--- src/rtl/hazard_ctrl_unit.sv ---
// rtl/hazard_ctrl_unit.sv - hazard, forwarding, flush and memory-wait control for a D/X/M RV32I pipeline
// Ports:
//   clk, rst_n                  clock, asynchronous active-low reset
//   id_valid, id_opcode         D stage instruction presence and opcode
//   id_rs1, id_rs2, id_rd       D stage register indices
//   ex_redirect                 X resolved a taken branch / JAL / JALR
//   mem_busy                    data memory not ready, M cannot retire
//   stall_fd, bubble_x          hold PC/D, load NOP into X
//   flush_d, flush_x            kill D, kill instruction entering X
//   fwd_a, fwd_b                operand select: 0 regfile, 1 X result, 2 M data
//   stall_cnt                   saturating count of stall_fd cycles
module hazard_ctrl_unit #(
  parameter int REG_AW     = 5,
  parameter int FWD_EN     = 1,
  parameter int BR_PENALTY = 2,
  parameter int CNT_W      = 16
) (
  input  logic              clk,
  input  logic              rst_n,
  input  logic              id_valid,
  input  logic [6:0]        id_opcode,
  input  logic [REG_AW-1:0] id_rs1,
  input  logic [REG_AW-1:0] id_rs2,
  input  logic [REG_AW-1:0] id_rd,
  input  logic              ex_redirect,
  input  logic              mem_busy,
  output logic              stall_fd,
  output logic              bubble_x,
  output logic              flush_d,
  output logic              flush_x,
  output logic [1:0]        fwd_a,
  output logic [1:0]        fwd_b,
  output logic [CNT_W-1:0]  stall_cnt
);

  localparam logic [6:0] OP_R      = 7'b0110011;
  localparam logic [6:0] OP_I      = 7'b0010011;
  localparam logic [6:0] OP_LOAD   = 7'b0000011;
  localparam logic [6:0] OP_STORE  = 7'b0100011;
  localparam logic [6:0] OP_BRANCH = 7'b1100011;
  localparam logic [6:0] OP_JAL    = 7'b1101111;
  localparam logic [6:0] OP_JALR   = 7'b1100111;
  localparam logic [6:0] OP_LUI    = 7'b0110111;
  localparam logic [6:0] OP_AUIPC  = 7'b0010111;

  localparam logic [2:0] PEN_M1 = 3'(BR_PENALTY - 1);

  typedef enum logic [1:0] {S_RUN, S_FLUSH, S_MEM_WAIT} state_t;

  typedef struct packed {
    logic              valid;
    logic [REG_AW-1:0] rd;
    logic              writes;
    logic              is_load;
  } x_entry_t;

  // M only ever forwards writeback data, so its load flag is not kept.
  typedef struct packed {
    logic              valid;
    logic [REG_AW-1:0] rd;
    logic              writes;
  } m_entry_t;

  state_t   state, state_nx;
  logic [2:0] cnt, cnt_nx;
  x_entry_t x_e;
  m_entry_t m_e;

  logic d_writes, d_load, d_use1, d_use2;
  logic x_hit_a, x_hit_b, m_hit_a, m_hit_b;
  logic raw_stall, flushing;

  always_comb begin
    d_writes = 1'b0;
    d_load   = 1'b0;
    d_use1   = 1'b0;
    d_use2   = 1'b0;
    case (id_opcode)
      OP_R:      begin d_writes = 1'b1; d_use1 = 1'b1; d_use2 = 1'b1; end
      OP_I:      begin d_writes = 1'b1; d_use1 = 1'b1; end
      OP_LOAD:   begin d_writes = 1'b1; d_use1 = 1'b1; d_load = 1'b1; end
      OP_STORE:  begin d_use1 = 1'b1; d_use2 = 1'b1; end
      OP_BRANCH: begin d_use1 = 1'b1; d_use2 = 1'b1; end
      OP_JAL:    d_writes = 1'b1;
      OP_JALR:   begin d_writes = 1'b1; d_use1 = 1'b1; end
      OP_LUI:    d_writes = 1'b1;
      OP_AUIPC:  d_writes = 1'b1;
      default:   ;
    endcase
  end

  // x0 is hardwired, so a zero index never creates a dependency.
  assign x_hit_a = id_valid && d_use1 && (id_rs1 != '0) && x_e.valid && x_e.writes && (x_e.rd == id_rs1);
  assign x_hit_b = id_valid && d_use2 && (id_rs2 != '0) && x_e.valid && x_e.writes && (x_e.rd == id_rs2);
  assign m_hit_a = id_valid && d_use1 && (id_rs1 != '0) && m_e.valid && m_e.writes && (m_e.rd == id_rs1);
  assign m_hit_b = id_valid && d_use2 && (id_rs2 != '0) && m_e.valid && m_e.writes && (m_e.rd == id_rs2);

  always_comb begin
    if (FWD_EN != 0) raw_stall = (x_hit_a || x_hit_b) && x_e.is_load;
    else             raw_stall = x_hit_a || x_hit_b || m_hit_a || m_hit_b;
  end

  always_comb begin
    fwd_a = 2'd0;
    fwd_b = 2'd0;
    if (FWD_EN != 0 && rst_n) begin
      // A load in X has no result yet; fall through to M (a stall covers it).
      if (x_hit_a && !x_e.is_load) fwd_a = 2'd1;
      else if (m_hit_a)            fwd_a = 2'd2;
      if (x_hit_b && !x_e.is_load) fwd_b = 2'd1;
      else if (m_hit_b)            fwd_b = 2'd2;
    end
  end

  assign flushing = ex_redirect || (state == S_FLUSH);

  // mem_busy freezes everything; flush beats the RAW stall since the
  // stalled instruction is on the wrong path anyway.
  assign stall_fd = rst_n && (mem_busy || (!flushing && raw_stall));
  assign bubble_x = rst_n && !mem_busy && !flushing && raw_stall;
  assign flush_d  = rst_n && !mem_busy && flushing;
  assign flush_x  = flush_d;

  always_comb begin
    state_nx = state;
    cnt_nx   = cnt;
    case (state)
      S_RUN: begin
        if (mem_busy) state_nx = S_MEM_WAIT;
        else if (ex_redirect) begin
          cnt_nx   = PEN_M1;
          state_nx = (PEN_M1 != 3'd0) ? S_FLUSH : S_RUN;
        end
      end
      S_FLUSH: begin
        if (mem_busy) state_nx = S_MEM_WAIT;
        else if (ex_redirect) begin
          cnt_nx   = PEN_M1;
          state_nx = (PEN_M1 != 3'd0) ? S_FLUSH : S_RUN;
        end else if (cnt <= 3'd1) begin
          cnt_nx   = 3'd0;
          state_nx = S_RUN;
        end else begin
          cnt_nx = cnt - 3'd1;
        end
      end
      S_MEM_WAIT: begin
        if (!mem_busy) begin
          if (ex_redirect) begin
            cnt_nx   = PEN_M1;
            state_nx = (PEN_M1 != 3'd0) ? S_FLUSH : S_RUN;
          end else begin
            state_nx = (cnt != 3'd0) ? S_FLUSH : S_RUN;
          end
        end
      end
      default: begin
        state_nx = S_RUN;
        cnt_nx   = 3'd0;
      end
    endcase
  end

  always_ff @(posedge clk or negedge rst_n) begin
    if (!rst_n) begin
      state <= S_RUN;
      cnt   <= 3'd0;
    end else begin
      state <= state_nx;
      cnt   <= cnt_nx;
    end
  end

  // Tracking follows the pipe registers: it holds exactly when they hold.
  always_ff @(posedge clk or negedge rst_n) begin
    if (!rst_n) begin
      x_e <= '0;
      m_e <= '0;
    end else if (!mem_busy) begin
      m_e <= '{valid: x_e.valid, rd: x_e.rd, writes: x_e.writes};
      if (id_valid && !bubble_x && !flush_x)
        x_e <= '{valid: 1'b1, rd: id_rd, writes: d_writes, is_load: d_load};
      else
        x_e <= '0;
    end
  end

  always_ff @(posedge clk or negedge rst_n) begin
    if (!rst_n)
      stall_cnt <= '0;
    else if (stall_fd && (stall_cnt != '1))
      stall_cnt <= stall_cnt + {{(CNT_W-1){1'b0}}, 1'b1};
  end

endmodule

--- config.mk ---
export PLATFORM = sky130hd
export DESIGN_NAME = hazard_ctrl_unit
export DESIGN_NICKNAME = d
export VERILOG_FILES = /design/src/rtl/hazard_ctrl_unit.sv
export SDC_FILE = /design/constraint.sdc
export NUM_CORES = 1
export LEC_CHECK = 0
export BUFFER_PORTS_ARGS = -buffer_cell sky130_fd_sc_hd__buf_2
export CORE_ASPECT_RATIO = 1.5
export CORE_MARGIN = 4
export CORE_UTILIZATION = 48
export CTS_CLUSTER_SIZE = 14
export DETAILED_ROUTE_END_ITERATION = 8
export PLACE_DENSITY = 0.83
export SLEW_MARGIN = 10
export SYNTH_ARGS = -nofsm -noshare
export SYNTH_HDL_FRONTEND = slang
export SYNTH_SLANG_ARGS = --single-unit
--- constraint.sdc ---
create_clock -name clk -period 2.15 [get_ports clk]
set_input_delay 0.43 -clock clk [delete_from_list [all_inputs] [get_ports clk]]
set_output_delay 0.43 -clock clk [all_outputs]
set_load 0.03 [all_outputs]
==> run summary, run 1 <==
The flow ran to the end, but the final reports show violations. The checks that failed: negative setup slack. The min-delay analysis places its worst path in the category in2async.

The cell type with the largest total area after synthesis is sky130_fd_sc_hd__dfrtp_1. Overall power consumption after layout is estimated at 1.99 mW. The area added between synthesis and finish came out at 44.1%.

The time the worst path needs with I/O delays and setup is 2.41 ns. The floorplan step set the die height to slightly below 90 microns. The multi-input combinational cells in the finished layout cover a total of 1230 sq um. The signal arrival time at the worst endpoint came out at 1.98 ns. The placement row count is 28. The number of global-route vias before repair came out at approximately 2000. Timing analysis after detailed placement gives a worst setup slack of -0.258 ns. After clock tree synthesis, the clock-pin slew on the worst setup and hold paths is 0.07 ns.

The clock buffer count from CTS came out at 5. The fraction of final layout cells with drive strength greater than 1 came out at 0.454. Buffers inserted to repair hold after CTS numbered 0. The count of antenna-violating nets left after detailed routing is 0.

The mapped netlist covers 2050 sq um. The number of design rule violations left after detail routing came out at 0. The number of hold-slack violations in the final timing report is 0. The initial antenna violation count is 0. The maximum clock rate is 414 MHz. The number of fill cells is slightly below 300. The average instance in the mapped netlist occupies 10.2 sq um. The leakage power summed over all cells is 1.44 nW. Yosys printed 0 warnings.

After layout, the worst setup slack is -0.265 ns. Along the worst path, the maximum fanout reaches 3. The share of synthesized area occupied by flip-flops and latches came out at 0.439. Setup repair after global routing could not meet its margin everywhere. The I/O pin count came out at 51. The clock latency reported for the late side of the worst-skew pair is just under 0.3 ns. The number of enable-type register cells in the synthesized netlist came out at 0. The sum of routed wire length over all layers came out at roughly 5.5 mm. The maximum number of pins on one net before global-route repair is 26.

The final layout net count came out at 324. The clock tree skew after final layout came out at 0.00488 ns. TritonCTS built the clock tree. At the end of routability-driven placement, the weighted congestion stood at 0.864. The pin slew with the least headroom to its limit came out at 0.344 ns. The total negative setup slack came out at -1.11 ns. In the synthesized netlist the async set-or-reset flop fraction comes to 1.00.

The synthesized instance count is ~200. The area of the core is 4030 sq um. Ranked by total cell area, the synthesized netlist is headed by sky130_fd_sc_hd__dfrtp_1 (44%), sky130_fd_sc_hd__xnor2_1 (7.7%), sky130_fd_sc_hd__xor2_1 (6.0%). The maximum count of clock buffers along a single path came out at 2. The global-route usage over all layers came out at 0.212. In this run, synthesis produced a sequential element count of 36.

The worst setup path is of the reg2out kind. The critical path capture point type is a primary output. STA classifies the critical path startpoint as a flop. The repair_antennas step left the layout with diodes totalling 0.

The routed wire length per instance came out at 16.2 microns. The clock root buffer is sky130_fd_sc_hd__clkbuf_8. The final core utilization came out at 0.734.

The number of buffer cells added on primary ports is 50. The die area came out at 5410 sq um. The detailed-route via count came out at 1899. The total overflow left after global routing is 0.

The clock sink count is 36. The area fraction of the dominant cell type after synthesis is 0.439. The starting DRC count in detailed routing came out at 100.

Power spread over the standard cell area amounts to 672 nW/um^2. Setup violations remaining at the end of the flow were counted as 11. The detailed-router iteration count before antenna repair came out at 4. The max-slew headroom at the worst pin came out at 0.769. The first global-routing pass estimated 8.51 mm of wire.

The effective utilization at floorplan came out at 0.509. The count of distinct cell types in the synthesized netlist is 36. The worst vdd rail ir drop is 0.000670 V. The net count after synthesis is 231. The ratio of final minimum period to clock period came out at 1.12. The setup slack on the worst flop-to-flop path came out at -0.12 ns.

The floorplan step set the die width to around 60 microns. The flip-flop and latch area is 901 sq um. The count of H-tree levels built during CTS is 2.

By count the netlist is led by sky130_fd_sc_hd__dfrtp_1 (36), sky130_fd_sc_hd__xnor2_1 (18), sky130_fd_sc_hd__nor2_1 (14), sky130_fd_sc_hd__xor2_1 (14), sky130_fd_sc_hd__a21oi_1 (13). The number of violations of the max-capacitance limit is 0. By instance count, the leading cell after synthesis is sky130_fd_sc_hd__dfrtp_1.

The vias per cell is 5.59. The sum of net half-perimeters after detailed placement is 3.83 mm. The most used flip-flop cell after synthesis is sky130_fd_sc_hd__dfrtp_1. The final number of max-transition violations is 0. For the worst setup path, the data required time is 1.72 ns.
worst max-delay path, stage by stage, from the launching register on:
cell and delay, ns:
sky130_fd_sc_hd__dfrtp_1 0.40, sky130_fd_sc_hd__xor2_1 0.15, sky130_fd_sc_hd__nor4_2 0.37, sky130_fd_sc_hd__nand4bb_2 0.17
sky130_fd_sc_hd__a21boi_4 0.18, sky130_fd_sc_hd__buf_6 0.13, sky130_fd_sc_hd__nor3_2 0.11, sky130_fd_sc_hd__buf_4 0.18
per-layer routing:
layer / up-vias / GRT usage / wire (microns)
li1: 902 / - / -
met1: 929 / 0.227 / 2140
met2: 56 / 0.389 / 2980
met3: 12 / 0.0398 / 276
met4: 0 / 0.0907 / 114
met5: - / 0 / 0
power breakdown:
part | switching, mW | total (mW) | internal [mW]
clock | 0.253 | 0.596 | 0.343
sequential | 0.0902 | 0.849 | 0.758
combinational | 0.300 | 0.542 | 0.242
total | 0.643 | 1.99 | 1.34
cells in the final DEF, fill, tap and decap left out, types with 5 or more instances in the layout:
cell type	n
sky130_fd_sc_hd__nand4_1	7
sky130_fd_sc_hd__xnor2_1	16
sky130_fd_sc_hd__buf_4	32
sky130_fd_sc_hd__inv_1	9
sky130_fd_sc_hd__a22o_1	7
sky130_fd_sc_hd__dfrtp_1	36
sky130_fd_sc_hd__buf_2	43
sky130_fd_sc_hd__nand3_1	6
sky130_fd_sc_hd__nand2_1	9
sky130_fd_sc_hd__buf_6	15
sky130_fd_sc_hd__xor2_1	14
sky130_fd_sc_hd__clkbuf_8	5
sky130_fd_sc_hd__mux2_2	8
sky130_fd_sc_hd__and3_1	9
sky130_fd_sc_hd__a21oi_1	12
sky130_fd_sc_hd__nor2_1	10
state kept, by name, summed over array words and instances, names as in the netlist:
name,cells
state,2
m_e,7
x_e,8
cnt,3
stall_cnt,16
path summary, 6_finish.rpt:
check                                 to          start  depth (start not counted)
max                             bubble_x         x_e[3]                          7
min                               m_e[5]          rst_n                          2
max reg2reg                stall_cnt[12]         x_e[3]                          9
min reg2reg                stall_cnt[13]  stall_cnt[13]                          1
max in group asynchronous   stall_cnt[7]          rst_n                          3
min in group clk                  x_e[5]       id_rd[3]                          2
stage by stage:
step                cells  hold slack [ns]  cell area (sq um)
finish                340            0.112               2960
global route          340            0.111               2960
CTS                   339           0.0904               2870
detailed placement    323            0.414               2600
global placement      323            0.423               2600
floorplan             201            0.134               2080
cell type report:
cell class,instances,share of cell area
Tap cell,45,0.0190
Clock buffer,5,0.0233
Inverter,9,0.0114
Sequential cell,36,0.305
Multi-Input combinational cell,152,0.416
Timing Repair Buffer,90,0.211
Clock inverter,3,0.0144
logic make-up (layout without fill, tap and decap cells):
group           count (synthesis)  in the layout  share of synthesized area
flops                          36             36                      0.439
buf+inv                        13            107                     0.0274
compound gates                 29             29                      0.105
mux                            11             11                     0.0604
fa+ha+maj                       3              3                     0.0183
simple gates                   77             77                      0.213
xor+xnor                       32             32                      0.137
timing repair:
item	CTS	global route
pin swaps	7	6
setup buffers	9	3
gates resized for setup	26	19
setup endpoints to repair	9	17
(Power assumes the default switching activity.)
==> run 2: changes to the inputs <==
==> constraint.sdc (replaced) <==
create_clock -name clk -period 2.15 [get_ports clk]
set_input_delay 0.1075 -clock clk [delete_from_list [all_inputs] [get_ports clk]]
set_output_delay 0.1075 -clock clk [all_outputs]
set_load 0.03 [all_outputs]
==> run 2 against run 1 <==
Compared with the run above:
- the flow still finishes with violations (negative setup slack)
- flip-flop and latch count stayed put
- combinational power is 13% lower
- wire length is 10% lower
- register-to-register slack better by 0.03 ns
- clock-buffer cell count is 3 higher
- maximum frequency is 7.6% higher
- via count is 5.1% lower
- utilization is 7.3 points lower
- setup slack better by 0.17 ns
- die area stayed put
- critical path depth is 4 higher
- highest routed layer unchanged
==> run summary, run 2 (synthesis gave the netlist of run 1 again) <==
The maximum clock rate came out at 446 MHz. The total inserted antenna cells came out at 0. Fill cells in the final layout number about 320. STA classifies the critical path startpoint as a flop. The signal arrival time at the worst endpoint came out at 2.41 ns. The detailed-route via count came out at 1803. The post-layout instance count excluding filler cells is 321. The clock buffer count from CTS is 5.

The number of hold-slack violations in the final timing report came out at 0. The detailed-router iteration count before antenna repair is 4. The die area came out at between 5000 and 6000 sq um. The clock sink count came out at 36. The leakage power summed over all cells came out at 1.31 nW. The number of violations of the max-capacitance limit came out at 0. TritonCTS built the clock tree.

At the pin with the least slew margin, the transition time is between 0.5 and 0.6 ns. The fraction of final layout cells with drive strength greater than 1 is 0.348. The run finished, with violations left.

The flip-flop count of the largest register, all copies and words added came out at 16. The final layout contains 305 nets. The number of global-route vias before repair came out at between 1500 and 2000.

The die is approximately 60 microns wide. The post-route cell area came out at 2660 sq um. The worst path required time came out at 2.32 ns. The power consumption is 1.80 mW. The count of antenna-violating nets left after detailed routing is 0.

Setup repair after global routing could not meet its margin everywhere. In this run the count of I/O pins placed on the die edge is 51. Setup violations remaining at the end of the flow were counted as 8. The number of design rule violations left after detail routing is 0. The library cell used most frequently in the layout, excluding fill and tap cells, is sky130_fd_sc_hd__buf_2. Clock skew on the completed layout was measured at 0.00465 ns. The power density normalized to cell area is 675 nW/um^2. IR analysis of the VDD net gives a maximum drop of 0.000647 V. The worst reg-to-reg path cell count is 11.

The clock edge transition at the registers on the reported setup and hold paths came out at 0.07 ns. The area of the core came out at 4030 sq um. Summing all multi-input logic gate instances after layout gives 1150 sq um.

The setup path with the least slack is of type reg2reg. The effective utilization at floorplan came out at 0.509. For this run, the total global-route usage over all layers was measured as 0.191. The clock root buffer is sky130_fd_sc_hd__clkbuf_8. Dividing the detail-routed via count by the number of cells gives 5.62. The final layout contains routed wiring with a total length of 4.95 mm.

The clock latency reported for the late side of the worst-skew pair is ~0.28 ns. Across the whole layout, storage elements account for 901 sq um. The startpoint of the worst register-to-register path is x_e[4]. The maximum number of pins on one net before global-route repair is 25. By instance count, the cell type seen most on the critical path is sky130_fd_sc_hd__buf_4. The count of H-tree levels built during CTS came out at 2. The ratio of final minimum period to clock period is 1.04. The delay of the slowest cell on the worst path came out at 0.40 ns. Among all stages on the critical path, the largest delay is contributed by sky130_fd_sc_hd__dfrtp_1. The die height came out at 88.1 microns. The placement row count came out at 28. The number of buffer cells added on primary ports came out at 50. The startpoint of the lowest-slack hold path is id_rd[3]. The endpoint identified for the worst register-to-register timing path is stall_cnt[14].

The first-pass GRT wire length is 7.84 mm. The largest registers in the layout are stall_cnt: 16 flops, x_e: 8 flops, m_e: 7 flops. The checks that failed: negative setup slack.

The final number of max-transition violations came to 0. The count of buffer and inverter cells on the critical path came out at 4. The setup slack on the worst flop-to-flop path came out at -0.09 ns. Routability-driven placement finished with a final weighted congestion of about 0.95. After legalization and detailed placement, the total HPWL measured between 3 and 4 mm. The total overflow reported by the global router is 0. The clock passes through at most 2 buffers.

More flip-flops sit in one register than any other, and that register is stall_cnt. The initial antenna violation count is 0. After detailed placement, the total cell area comes to 2450 sq um. The starting DRC count in detailed routing came out at 61. In this run the worst path has a maximum fanout of 4. In this design, the largest share of critical-path delay is due to buffers and inverters. The worst hold path depth is 2. The area added between synthesis and finish came out at 29.7%. In the layout the commonest cells are sky130_fd_sc_hd__buf_2 (47), sky130_fd_sc_hd__dfrtp_1 (36), sky130_fd_sc_hd__buf_4 (19). The number of cells in the design after placement came out at between 300 and 400. The tightest min-delay check is of the in2reg type. The time the worst path needs with I/O delays and setup is approximately 2.2 ns. The path with the worst hold slack has its endpoint at x_e[5]. The critical path capture point type is a flop. Dividing the detail-routed wire length by the instance count gives between 15 and 20 microns.

Traced cell by cell, the critical path runs through buf_4 > xnor2_1 > nand4_1 > nor3_1 > buf_4 > a21boi_4 > o21ai_2 > buf_6 > buf_4 > nand3_2 > mux2_4. The max-slew headroom at the worst pin came out at 0.641. Setup slack on the critical path of the routed design comes to -0.0947 ns.
-- run 2: cell types whose count changed in the layout (fill, tap and decap cells not counted), moves of 2 or more --
cell                       change
sky130_fd_sc_hd__nor2_1        +4
sky130_fd_sc_hd__buf_2         +4
sky130_fd_sc_hd__nor2_2        -3
sky130_fd_sc_hd__buf_4        -13
sky130_fd_sc_hd__buf_6        -11
sky130_fd_sc_hd__nor4_1        +3
sky130_fd_sc_hd__nand3_1       +2
sky130_fd_sc_hd__nand3_2       -2
sky130_fd_sc_hd__nor4_2        -3
sky130_fd_sc_hd__clkbuf_1      +2
-- run 2: per-stage QoR --
step                      worst slack [ns]  hold slack [ns]   util  setup TNS, ns
final                              -0.0947           0.0407  0.661         -0.342
after global routing                -0.193           0.0223  0.661          -1.87
after CTS                          -0.0626           0.0313  0.646         -0.164
after detailed placement          -0.00204          -0.0447  0.607       -0.00204
after global placement              0.0381          -0.0467  0.607              0
after floorplan                     0.0187           -0.188      -              0
-- run 2: worst max path at each step --
stage | end | from | cells after the start | slack, ns
after global placement | stall_cnt[12] | x_e[5] | 9 | 0.04
after global routing | stall_fd | x_e[3] | 9 | -0.19
final | stall_cnt[14] | x_e[4] | 11 | -0.09
after detailed placement | stall_cnt[12] | x_e[5] | 9 | -0.002
after CTS | stall_fd | x_e[4] | 9 | -0.06
after floorplan | stall_cnt[1] | stall_cnt[0] | 8 | 0.02
-- run 2: cell type report --
type / count / area share
Multi-Input combinational cell: 152 / 0.431
Sequential cell: 36 / 0.339
Timing Repair Buffer: 71 / 0.163
Clock buffer: 8 / 0.0339
Tap cell: 45 / 0.0212
Inverter: 9 / 0.0127
-- run 2: report_power, final --
group / leakage [nW] / internal, mW / switching, mW
combinational: 0.790 / 0.195 / 0.278
clock: 0.0455 / 0.261 / 0.215
sequential: 0.476 / 0.759 / 0.0885
-- run 2: repair_timing --
action	4_1_cts	5_1_grt
setup endpoints to repair	2	26
gates resized for setup	5	13
setup buffers	4	4
hold endpoints to repair	36	0
pin swaps	2	5
hold buffers	1	0
-- run 2: metal layers --
metal  vias to the layer above  part of all wire  track usage
met5                         -                 0            0
met4                         0             0.031       0.0946
met3                        14             0.061       0.0487
met2                        65              0.52        0.334
met1                       859              0.38        0.208
li1                        865                 -            -
==> run 3: changes to the inputs <==
PLACE_DENSITY = 0.77   (was 0.83)
==> run 3 against run 2 <==
Compared with the run above:
- the flow still finishes with violations (negative setup slack)
- die area is the same
- critical endpoint is now stall_cnt[12]
- critical path type unchanged
- maximum frequency grew 4.2%
- clock-buffer cell count shrank 2
==> run summary, run 3 (synthesis gave the netlist of run 1 again) <==
Among all stages on the critical path, the largest delay is contributed by sky130_fd_sc_hd__dfrtp_1. The clock tree from TritonCTS is done. For the worst setup path, the data arrival time is 2.32 ns. The time the worst path needs with I/O delays and setup came out at 2.15 ns. The number of design rule violations left after detail routing came out at 0. The clock latency reported for the late side of the worst-skew pair is roughly 0.28 ns. The finished cells cover 2640 sq um. The H-tree was split into 2 levels. At the pin with the least slew margin, the transition time is 0.494 ns.

The flow ran to the end, but the final reports show violations. The total inserted antenna cells is 0. The startpoint type of the worst setup path is a flop. The worst path setup slack after routing came out at -0.00437 ns. The checks that failed: negative setup slack. The clock tree skew after final layout is 0.00734 ns. The critical path goes through xor2_1 > nor4_1 > buf_4 > nand4bb_4 > a21boi_4 > o21ai_4 > buf_6 > nand4_1 > mux2_4. The first detailed-routing pass ran for 4 iterations. The number of hold-slack violations in the final timing report came out at 0. IR analysis of the VDD net gives a maximum drop of 0.000654 V.

The largest registers in the layout are stall_cnt: 16 flops, x_e: 8 flops, m_e: 7 flops. The routed wire length per instance is 14.8 microns. Leaving out fill and tap cells, the most frequent cells in the layout are sky130_fd_sc_hd__buf_2 (47), sky130_fd_sc_hd__dfrtp_1 (36), sky130_fd_sc_hd__buf_4 (19).

The delay of the slowest cell on the worst path came out at 0.39 ns. The largest fanout on the critical path is 4. Clock-pin slew was measured on the worst setup and hold paths at around 0.070 ns. The final setup violation count came out at 1. The final layout net count is 304. The number of global-route vias before repair was about 1800. In the final layout, the share of cells above drive strength 1 is 0.345.

The sum of routed wire length over all layers came out at between 4 and 5 mm. Relative to the synthesized area, the layout overhead comes to 28.8%. The cell sitting at the root of the clock tree is a sky130_fd_sc_hd__clkbuf_8.

The placement row count is 28. The ratio of final minimum period to clock period came out at 1.00. The library cell used most frequently in the layout, excluding fill and tap cells, is sky130_fd_sc_hd__buf_2. Setup repair after global routing could not meet its margin everywhere. The die area came out at 5410 sq um. The first-pass GRT wire length is 7.72 mm.

The worst pin sits at a relative slew slack of 0.670. The number of fill cells is 340. The worst slack on hold paths is 0.0330 ns.

For the worst setup path, the data required time is 2.31 ns. The die height came out at between 80 and 90 microns. The vias per cell came out at between 5 and 6. The number of cells in the design after placement is 306. The register with the most flip-flops in the layout has 16 of them.

The global-route usage over all layers came out at 0.192. The detailed-route via count is ~1800. The horizontal die dimension came out at 61.4 microns.

The number of buffer cells added on primary ports is 50. The category of the critical setup timing path is reg2reg. The sum of net half-perimeters after detailed placement is 3.58 mm. In this run, the number of DRC markers left after iteration 0 of detailed routing was between 70 and 80. The tool flagged a number of max-cap violations equal to 0. The post-layout instance count excluding filler cells came out at 320. The maximum count of clock buffers along a single path came out at 2. The leakage power summed over all cells came out at between 1 and 1.5 nW. The clock sink count came out at 36. The area of the core is around 4000 sq um. The I/O pin count came out at 51. Grouping stages by cell kind, the critical path spends the most delay in simple AND/OR/NAND/NOR gates.

The maximum number of pins on one net before global-route repair is 25. The final RePlAce weighted congestion is 0.931. The path class of the tightest hold or removal check is in2reg. The final number of max-transition violations is 0. Counting both buffers and inverters, the worst setup path holds a total of 2. In this run the power density over the cells is 681 nW/um^2. The register with the most flip-flops in the final layout is stall_cnt.

The maximum clock rate is around 460 MHz. The initial antenna violation count is 0. For this configuration, the core starts out at a cell density of 0.509.

The count of antenna-violating nets left after detailed routing came out at 0. The total overflow reported by the global router is 0. Registers take 901 sq um. The multi-input gate area in the final layout is ~1100 sq um. STA classifies the critical path endpoint as a flop.

The placed instance area came out at about 2400 sq um. In this run, CTS created clock tree buffers numbering 5.
run 3: changes by cell type in the layout (fill, tap and decap cells not counted), sizes merged:
| cell | delta |
|---|---|
| buf | -1 |
| clkinv | +2 |
| clkbuf | -2 |
run 3: power by group:
part           internal, mW  switching, mW
registers             0.759         0.0909
clock network         0.255          0.231
logic                 0.192          0.271
total                  1.21          0.594
run 3: cell type report:
cell class | count | share of cell area
sequential | 36 | 0.341
clock buffer | 6 | 0.0312
tap | 45 | 0.0213
multi-input combinational | 152 | 0.431
timing repair buffer | 70 | 0.159
inverter | 9 | 0.0128
clock inverter | 2 | 0.00379
run 3: worst paths after layout:
| check | startpoint | to | slack (ns) | depth (start not counted) |
|---|---|---|---|---|
| min in group asynchronous | rst_n | m_e[2] | 0.37 | 3 |
| hold / removal | id_rd[1] | x_e[3] | 0.03 | 2 |
| setup / recovery | x_e[3] | stall_cnt[12] | -0.004 | 9 |
| hold reg to reg | stall_cnt[8] | stall_cnt[8] | 0.50 | 1 |
| setup reg to reg | x_e[3] | stall_cnt[12] | -0.004 | 9 |
| max in group asynchronous | rst_n | stall_cnt[13] | 1.26 | 4 |
run 3: worst reg2reg max path: cells and delay by family (launching register included):
kind | cells | cell delay (ns)
AND/OR/NAND/NOR | 3 | 0.48
buffers and inverters | 2 | 0.31
XOR/XNOR | 1 | 0.15
AO/OA/AOI/OAI | 2 | 0.39
flip-flops | 1 | 0.39
multiplexers | 1 | 0.31
run 3: per-stage QoR:
step / setup TNS (ns) / util / worst slack [ns] / power (mW)
final: -0.00437 / 0.656 / -0.00437 / 1.80
after global routing: -1.25 / 0.656 / -0.130 / 1.90
after CTS: -0.00548 / 0.644 / -0.00548 / 1.82
after detailed placement: -0.0362 / 0.606 / -0.0362 / 1.31
after global placement: 0 / 0.606 / 0.0204 / 1.30
after floorplan: 0 / - / 0.0187 / 1.14
run 3: what timing repair did:
action / in CTS / in global routing
endpoints found under the hold margin: 18 / 0
pin swaps: 2 / 7
endpoints found under the setup margin: 2 / 20
setup buffers: 4 / 1
resized for setup: 5 / 9
gates cloned: 0 / 0
hold buffers: 1 / 0
run 3: layer usage:
layer	part of all wire	up-vias	global-route usage
met5	0	-	0
met4	0.021	0	0.0830
met1	0.41	845	0.229
li1	-	865	-
met2	0.51	54	0.323
met3	0.062	9	0.0442
